<file path="config.mk">
export PLATFORM = sky130hd
export DESIGN_NAME = ogut_denetleyici_flat
export DESIGN_NICKNAME = d
export VERILOG_FILES = /design/src/rtl/ogut_denetleyici_if.sv /design/src/rtl/ogut_denetleyici.sv /design/src/flat_wrapper.sv
export SDC_FILE = /design/constraint.sdc
export NUM_CORES = 1
export LEC_CHECK = 0
export BUFFER_PORTS_ARGS = -buffer_cell sky130_fd_sc_hd__buf_2
export CORE_MARGIN = 2
export CORE_UTILIZATION = 55
export CTS_CLUSTER_DIAMETER = 150
export DETAILED_ROUTE_END_ITERATION = 8
export HOLD_SLACK_MARGIN = 0.02
export PLACE_DENSITY = 0.81
export REMOVE_ABC_BUFFERS = 1
export SYNTH_ARGS = -nofsm -noshare
export SYNTH_HDL_FRONTEND = slang
export SYNTH_SLANG_ARGS = --single-unit
</file>
<file path="constraint.sdc">
create_clock -name saat -period 4.35 [get_ports saat]
set_input_delay 0.6525 -clock saat [delete_from_list [all_inputs] [get_ports saat]]
set_output_delay 0.6525 -clock saat [all_outputs]
set_load 0.02 [all_outputs]
</file>
<file path="src/rtl/ogut_denetleyici_if.sv">
// ogut_denetleyici_if -- signal bundle around the grind order controller.
//
// Order side (source -> controller):
//   siparis_gecerli / siparis_hazir : valid/ready pair; an order transfers
//     on the rising edge where both are 1. The source holds siparis_cekirdek
//     and siparis_boyut stable until that edge.
// Grinder side (controller -> grinder):
//   basla, cekirdekler, boyut       : one-cycle start with the batch count and size
//   bitti, tanecikler               : grinder done pulse and result (valid with bitti)
// Result side:
//   toplam_tanecik, tamam, hata     : order total, completion pulse, error pulse
//
// modport master : the controller itself (it initiates grinder batches)
// modport slave  : the environment (order source plus grinder)
interface ogut_denetleyici_if;
  logic       siparis_gecerli;
  logic       siparis_hazir;
  logic [7:0] siparis_cekirdek;
  logic [1:0] siparis_boyut;
  logic       basla;
  logic [3:0] cekirdekler;
  logic [1:0] boyut;
  logic       bitti;
  logic [4:0] tanecikler;
  logic [8:0] toplam_tanecik;
  logic       tamam;
  logic       hata;

  modport master (
    input  siparis_gecerli, siparis_cekirdek, siparis_boyut, bitti, tanecikler,
    output siparis_hazir, basla, cekirdekler, boyut, toplam_tanecik, tamam, hata
  );

  modport slave (
    output siparis_gecerli, siparis_cekirdek, siparis_boyut, bitti, tanecikler,
    input  siparis_hazir, basla, cekirdekler, boyut, toplam_tanecik, tamam, hata
  );
endinterface

</file>
<file path="src/rtl/ogut_denetleyici.sv">
// ogut_denetleyici -- order-side controller for the grinder.
// Takes an order (bean count + grind size), splits it into batches of at most
// PARTI_MAKS beans, starts the grinder once per batch and sums the returned
// tanecikler into toplam_tanecik. Aborts with hata on an illegal size (11) or
// when the grinder stays silent for ZAMAN_ASIMI cycles.
//
// Ports:
//   saat   : clock, rising edge
//   reset  : synchronous, active-high
//   bus    : ogut_denetleyici_if.master (order, grinder and result signals)
//   durum  : current FSM state (BOSTA=0, ISTE=1, BEKLE=2, BITIR=3), debug only
module ogut_denetleyici #(
  parameter int PARTI_MAKS  = 15,
  parameter int ZAMAN_ASIMI = 8
) (
  input  logic                  saat,
  input  logic                  reset,
  ogut_denetleyici_if.master    bus,
  output logic [1:0]            durum
);

  typedef enum logic [1:0] {
    BOSTA = 2'd0,
    ISTE  = 2'd1,
    BEKLE = 2'd2,
    BITIR = 2'd3
  } durum_t;

  // sayac only has to reach ZAMAN_ASIMI-1
  localparam int SW = (ZAMAN_ASIMI > 2) ? $clog2(ZAMAN_ASIMI) : 1;
  localparam logic [SW-1:0] SAYAC_SON = SW'(ZAMAN_ASIMI - 1);
  localparam logic [7:0]    PARTI_8   = 8'(PARTI_MAKS);
  localparam logic [3:0]    PARTI_4   = 4'(PARTI_MAKS);

  durum_t        durum_q, durum_d;
  logic [7:0]    kalan;
  logic [1:0]    boyut_r;
  logic [3:0]    parti;
  logic [SW-1:0] sayac;
  logic [8:0]    toplam;
  logic          hata_r;

  logic kabul;
  logic boyut_hatali;
  logic zaman_doldu;

  function automatic logic [3:0] parti_hesap(input logic [7:0] k);
    return (k > PARTI_8) ? PARTI_4 : k[3:0];
  endfunction

  assign kabul        = (durum_q == BOSTA) && bus.siparis_gecerli;
  assign boyut_hatali = (bus.siparis_boyut == 2'b11);
  assign zaman_doldu  = (durum_q == BEKLE) && !bus.bitti && (sayac == SAYAC_SON);

  // State register
  always_ff @(posedge saat) begin
    if (reset) durum_q <= BOSTA;
    else       durum_q <= durum_d;
  end

  // Next-state logic
  always_comb begin
    durum_d = durum_q;
    case (durum_q)
      BOSTA: begin
        if (kabul && !boyut_hatali)
          durum_d = (bus.siparis_cekirdek == 8'd0) ? BITIR : ISTE;
      end
      ISTE:  durum_d = BEKLE;
      BEKLE: begin
        if (bus.bitti)       durum_d = (kalan == 8'd0) ? BITIR : ISTE;
        else if (zaman_doldu) durum_d = BOSTA;
      end
      BITIR: durum_d = BOSTA;
      default: durum_d = BOSTA;
    endcase
  end

  // Datapath. parti is loaded on every entry into ISTE so the grinder-facing
  // outputs come straight from registers and never from bitti.
  always_ff @(posedge saat) begin
    if (reset) begin
      kalan   <= 8'd0;
      boyut_r <= 2'd0;
      parti   <= 4'd0;
      sayac   <= '0;
      toplam  <= 9'd0;
      hata_r  <= 1'b0;
    end else begin
      hata_r <= (kabul && boyut_hatali) || zaman_doldu;
      case (durum_q)
        BOSTA: begin
          if (kabul) begin
            kalan   <= bus.siparis_cekirdek;
            boyut_r <= bus.siparis_boyut;
            toplam  <= 9'd0;
            parti   <= parti_hesap(bus.siparis_cekirdek);
          end
        end
        ISTE: begin
          kalan <= kalan - {4'd0, parti};
          sayac <= '0;
        end
        BEKLE: begin
          if (bus.bitti) begin
            toplam <= toplam + {4'd0, bus.tanecikler};
            parti  <= parti_hesap(kalan);
          end else begin
            sayac <= sayac + SW'(1);
          end
        end
        default: ;
      endcase
    end
  end

  // Outputs
  always_comb begin
    bus.siparis_hazir  = (durum_q == BOSTA);
    bus.basla          = (durum_q == ISTE);
    bus.cekirdekler    = (durum_q == ISTE) ? parti   : 4'd0;
    bus.boyut          = (durum_q == ISTE) ? boyut_r : 2'd0;
    bus.tamam          = (durum_q == BITIR);
    bus.hata           = hata_r;
    bus.toplam_tanecik = toplam;
    durum              = durum_q;
  end

endmodule

</file>
<file path="src/flat_wrapper.sv">
// flat-port wrapper written by rule: the top's interface ports become plain ports
module ogut_denetleyici_flat 
#(
  parameter int PARTI_MAKS  = 15,
  parameter int ZAMAN_ASIMI = 8
)
  (saat, reset, durum, bus_siparis_gecerli, bus_siparis_cekirdek, bus_siparis_boyut, bus_bitti, bus_tanecikler, bus_siparis_hazir, bus_basla, bus_cekirdekler, bus_boyut, bus_toplam_tanecik, bus_tamam, bus_hata);
  ogut_denetleyici_if bus_i ();
  input  logic saat;
  input  logic reset;
  output logic [1:0] durum;
  input wire logic [$bits(bus_i.siparis_gecerli)-1:0] bus_siparis_gecerli;
  input wire logic [$bits(bus_i.siparis_cekirdek)-1:0] bus_siparis_cekirdek;
  input wire logic [$bits(bus_i.siparis_boyut)-1:0] bus_siparis_boyut;
  input wire logic [$bits(bus_i.bitti)-1:0] bus_bitti;
  input wire logic [$bits(bus_i.tanecikler)-1:0] bus_tanecikler;
  output wire logic [$bits(bus_i.siparis_hazir)-1:0] bus_siparis_hazir;
  output wire logic [$bits(bus_i.basla)-1:0] bus_basla;
  output wire logic [$bits(bus_i.cekirdekler)-1:0] bus_cekirdekler;
  output wire logic [$bits(bus_i.boyut)-1:0] bus_boyut;
  output wire logic [$bits(bus_i.toplam_tanecik)-1:0] bus_toplam_tanecik;
  output wire logic [$bits(bus_i.tamam)-1:0] bus_tamam;
  output wire logic [$bits(bus_i.hata)-1:0] bus_hata;
  assign bus_i.siparis_gecerli = bus_siparis_gecerli;
  assign bus_i.siparis_cekirdek = bus_siparis_cekirdek;
  assign bus_i.siparis_boyut = bus_siparis_boyut;
  assign bus_i.bitti = bus_bitti;
  assign bus_i.tanecikler = bus_tanecikler;
  assign bus_siparis_hazir = bus_i.siparis_hazir;
  assign bus_basla = bus_i.basla;
  assign bus_cekirdekler = bus_i.cekirdekler;
  assign bus_boyut = bus_i.boyut;
  assign bus_toplam_tanecik = bus_i.toplam_tanecik;
  assign bus_tamam = bus_i.tamam;
  assign bus_hata = bus_i.hata;
  ogut_denetleyici #(.PARTI_MAKS(PARTI_MAKS), .ZAMAN_ASIMI(ZAMAN_ASIMI)) u_core (.saat(saat), .reset(reset), .bus(bus_i), .durum(durum));
endmodule
</file>
==> run summary <==
Status = finished, final reports clean
Number of flops mapped to enable cells by yosys = 0
Nets = 284
Placer Congestion = 0.837
Internal power = 499 uW
Fraction of registers with async set/reset = 0%
CP bufs+invs = 2
Power Dens Cells = 361 nW/um^2
Mapped Cells = 216
First-pass GRT wire length = 6.60 mm
Clk root buf = clkbuf_4
Netlist cell types = 41
Final setup fails = 0
Crit Path Max Fanout = 16
F_max = 377 MHz
Slew @ Worst Pin = 917 ps
Iter 0 DRT Violations = 81
H-tree Lvls = 2
Worst slack, placed = 2080 ps
Post-DP HPWL = 2.94 mm
Largest net degree at the start of global routing = 27
Starting Density = 57.5%
Crit path largest cell delay = 630 ps
FP Rows = 20
WL/cell = 13.3 microns
DR DRC count = 0
Total congestion overflow = 0
Syn_area_per_cell = 8.06 sq um
ANT cells = 0
Net switching power = 236 uW
IO buf count = 39
Slew headroom = 38.6%
CTS tree = built
Crit-path leading delay family = flip-flops
Count of hold-fix buffers inserted at cts = 0
Io pins = 40
Later-pin clock latency in the skew report = 330 ps
DRT Pass-1 Iters = 4
Clock buffer depth = 2
Ratio of cells with drive above 1 in the final layout = 18.6%
Setup Skew = 8.18 ps
CTS Buf Count = 5
Global-route usage over all layers = 24.1%
Sequential share of the synthesized area = 33.3%
Worst Setup Start Kind = flip-flop
Top FF cell, synth = dfxtp_1
Clock network fraction of total power = 32.0%
#FFs+latches synth = 29
Final wirelength = 3.95 mm
Antenna violations before repair = 0
RSZ-0062 raised after global routing = false
Max IR drop VDD = 0.222 mV
Vias per std cell = 5.73
Post-CTS resize count = 0
Worst setup EP type = output port
Antenna-violating nets left = 0
Tcrit/Tclk final = 60.9%
Cell Chain, Critical Path = nand2b_1, inv_1, and2_1, buf_2
Slowest CP cell = dfxtp_1
Yosys warning total = 0
DR vias = 1703
Area Overhead vs Synth = 16.9%
Max-slew violations = 0
Setup Crit Path Kind = flip-flop to output port
CP arrival = 2000 ps
WHS = 458 ps
Final setup TNS = 0 ps
Post-synth top area cell = dfxtp_1
Clock Sinks = 29
Critical Path RT = 3700 ps
Overall die area = 3630 sq um
Combinational power share = 26.0%
Synth top area cells = dfxtp_1, ha_1, a21oi_1, nor2_1, nand2_1
Max-cap violations = 0
Final hold vios = 0
Sequential power share = 42.0%
Post-Syn Area = 1740 sq um
Chip Width = 60.3 microns
Core area = 3030 sq um
Post CTS Setup Buffer Count = 0
Share of the synthesized area in the top cell type = 33.3%
Vias in the first global route = 1526
Worst-path clk slew = 100 ps
Fin worst setup slack = 1700 ps
Sw Ratio = 32.1%
Pleak = 0.914 nW
Hold WC Path Type = flip-flop to flip-flop
Fill count = 270
DIE HEIGHT = 60.3 microns
Crit path time final = 2650 ps
sequential cells by signal, summed over array words and instances (netlist names):
name,cells
u_core.boyut_r,2
u_core.kalan,8
u_core.sayac,3
u_core.parti,4
u_core.bus.toplam_tanecik,9
u_core.durum,2
u_core.bus.hata,1
final cells by class:
cell class              count  area [sq um]  area share [%]
multi-input cells         165          1070            52.8
inverters                  12          45.0            2.21
clock buffers               7          55.1            2.70
repair buffers             39           195            9.59
well taps                  44          55.1            2.70
clock inverters             1          30.0            1.48
flip-flops and latches     29           581            28.5
worst register-to-register path: cells and delay by family, from the launching register on:
family,cells,cell delay [ps]
AO/OA/AOI/OAI,1,150
flip-flops,1,550
multiplexers,1,150
AND/OR/NAND/NOR,2,1110
final timing paths:
| check | depth (start not counted) | slack (ps) | end | startpoint |
|---|---|---|---|---|
| worst min-delay path | 2 | 460 | u_core.parti[3] | u_core.parti[3] |
| worst max-delay path | 4 | 1700 | bus_cekirdekler[0] | u_core.durum[0] |
| worst max register to register | 4 | 2330 | u_core.bus.toplam_tanecik[8] | u_core.durum[1] |
| worst min register to register | 2 | 460 | u_core.parti[3] | u_core.parti[3] |
through the flow:
step / util [%] / cell area, sq um / power (mW) / instances
final: 67.2 / 2040 / 0.735 / 297
after global routing: 67.2 / 2040 / 0.775 / 297
after CTS: 67.2 / 2040 / 0.737 / 297
after detailed placement: 64.4 / 1950 / 0.503 / 289
after global placement: 64.4 / 1950 / 0.502 / 289
after floorplan: - / 1700 / 0.447 / 206
per-layer routing:
layer  share of wire [%]  routed length (microns)  GRT usage (%)  vias to the layer above
met3                 5.1                      200           4.33                       11
met5                   0                        0              0                        -
met2                  45                     1770           37.1                       43
li1                    -                        -              -                      875
met4                 2.0                       80           9.21                        0
met1                  48                     1900           33.2                      774
power groups by stage:
stage	Sequential [mW]	Clock (mW)	Combinational [mW]
CTS	0.308	0.238	0.190
floorplan	0.312	0	0.135
global placement	0.314	0	0.188
detailed placement	0.315	0	0.189
global route	0.313	0.248	0.213
finish	0.309	0.235	0.191
cell usage after synthesis, drive strengths merged, types with 5 or more instances:
master and number:
a211o 5, dfxtp 29, nand2 21, and2 6, o31ai 5, inv 12, nand3 9, ha 11
a22oi 6, clkbuf 6, a21oi 21, nor2 24
layout by cell type (no fill, tap or decap), types with 2 or more instances in the layout:
| cell | instances |
|---|---|
| a21o_1 | 4 |
| dfxtp_1 | 29 |
| o21ai_0 | 2 |
| or4_1 | 4 |
| ha_1 | 11 |
| o221ai_1 | 4 |
| mux2i_1 | 2 |
| a31oi_1 | 3 |
| a211o_1 | 5 |
| nor2_1 | 24 |
| inv_1 | 12 |
| a32oi_1 | 2 |
| a221oi_1 | 2 |
| nand4_1 | 2 |
| a311o_1 | 2 |
| clkbuf_4 | 5 |
| nand2_1 | 21 |
| nor3_1 | 4 |
| a22oi_1 | 6 |
| or3_1 | 2 |
| and2_1 | 6 |
| nor4_1 | 3 |
| o31ai_1 | 5 |
| o21a_1 | 3 |
| fa_1 | 2 |
| nand3_1 | 9 |
| buf_2 | 39 |
| nand2b_1 | 4 |
| nor2b_1 | 2 |
| a21oi_1 | 21 |
kinds of logic (layout without fill, tap and decap cells):
| family | after synthesis | after routing | synth area share (%) |
|---|---|---|---|
| xor gates and xnor gates | 2 | 2 | 1.01 |
| adders and majority gates | 13 | 13 | 10.2 |
| muxes | 2 | 2 | 1.15 |
| DFF | 29 | 29 | 33.3 |
| AOI/OAI and AO/OA | 65 | 65 | 26.3 |
| buffers and inverters | 22 | 59 | 4.96 |
| and+or+nand+nor | 83 | 83 | 23.1 |
Note: power is estimated with default switching activity, not from simulation.
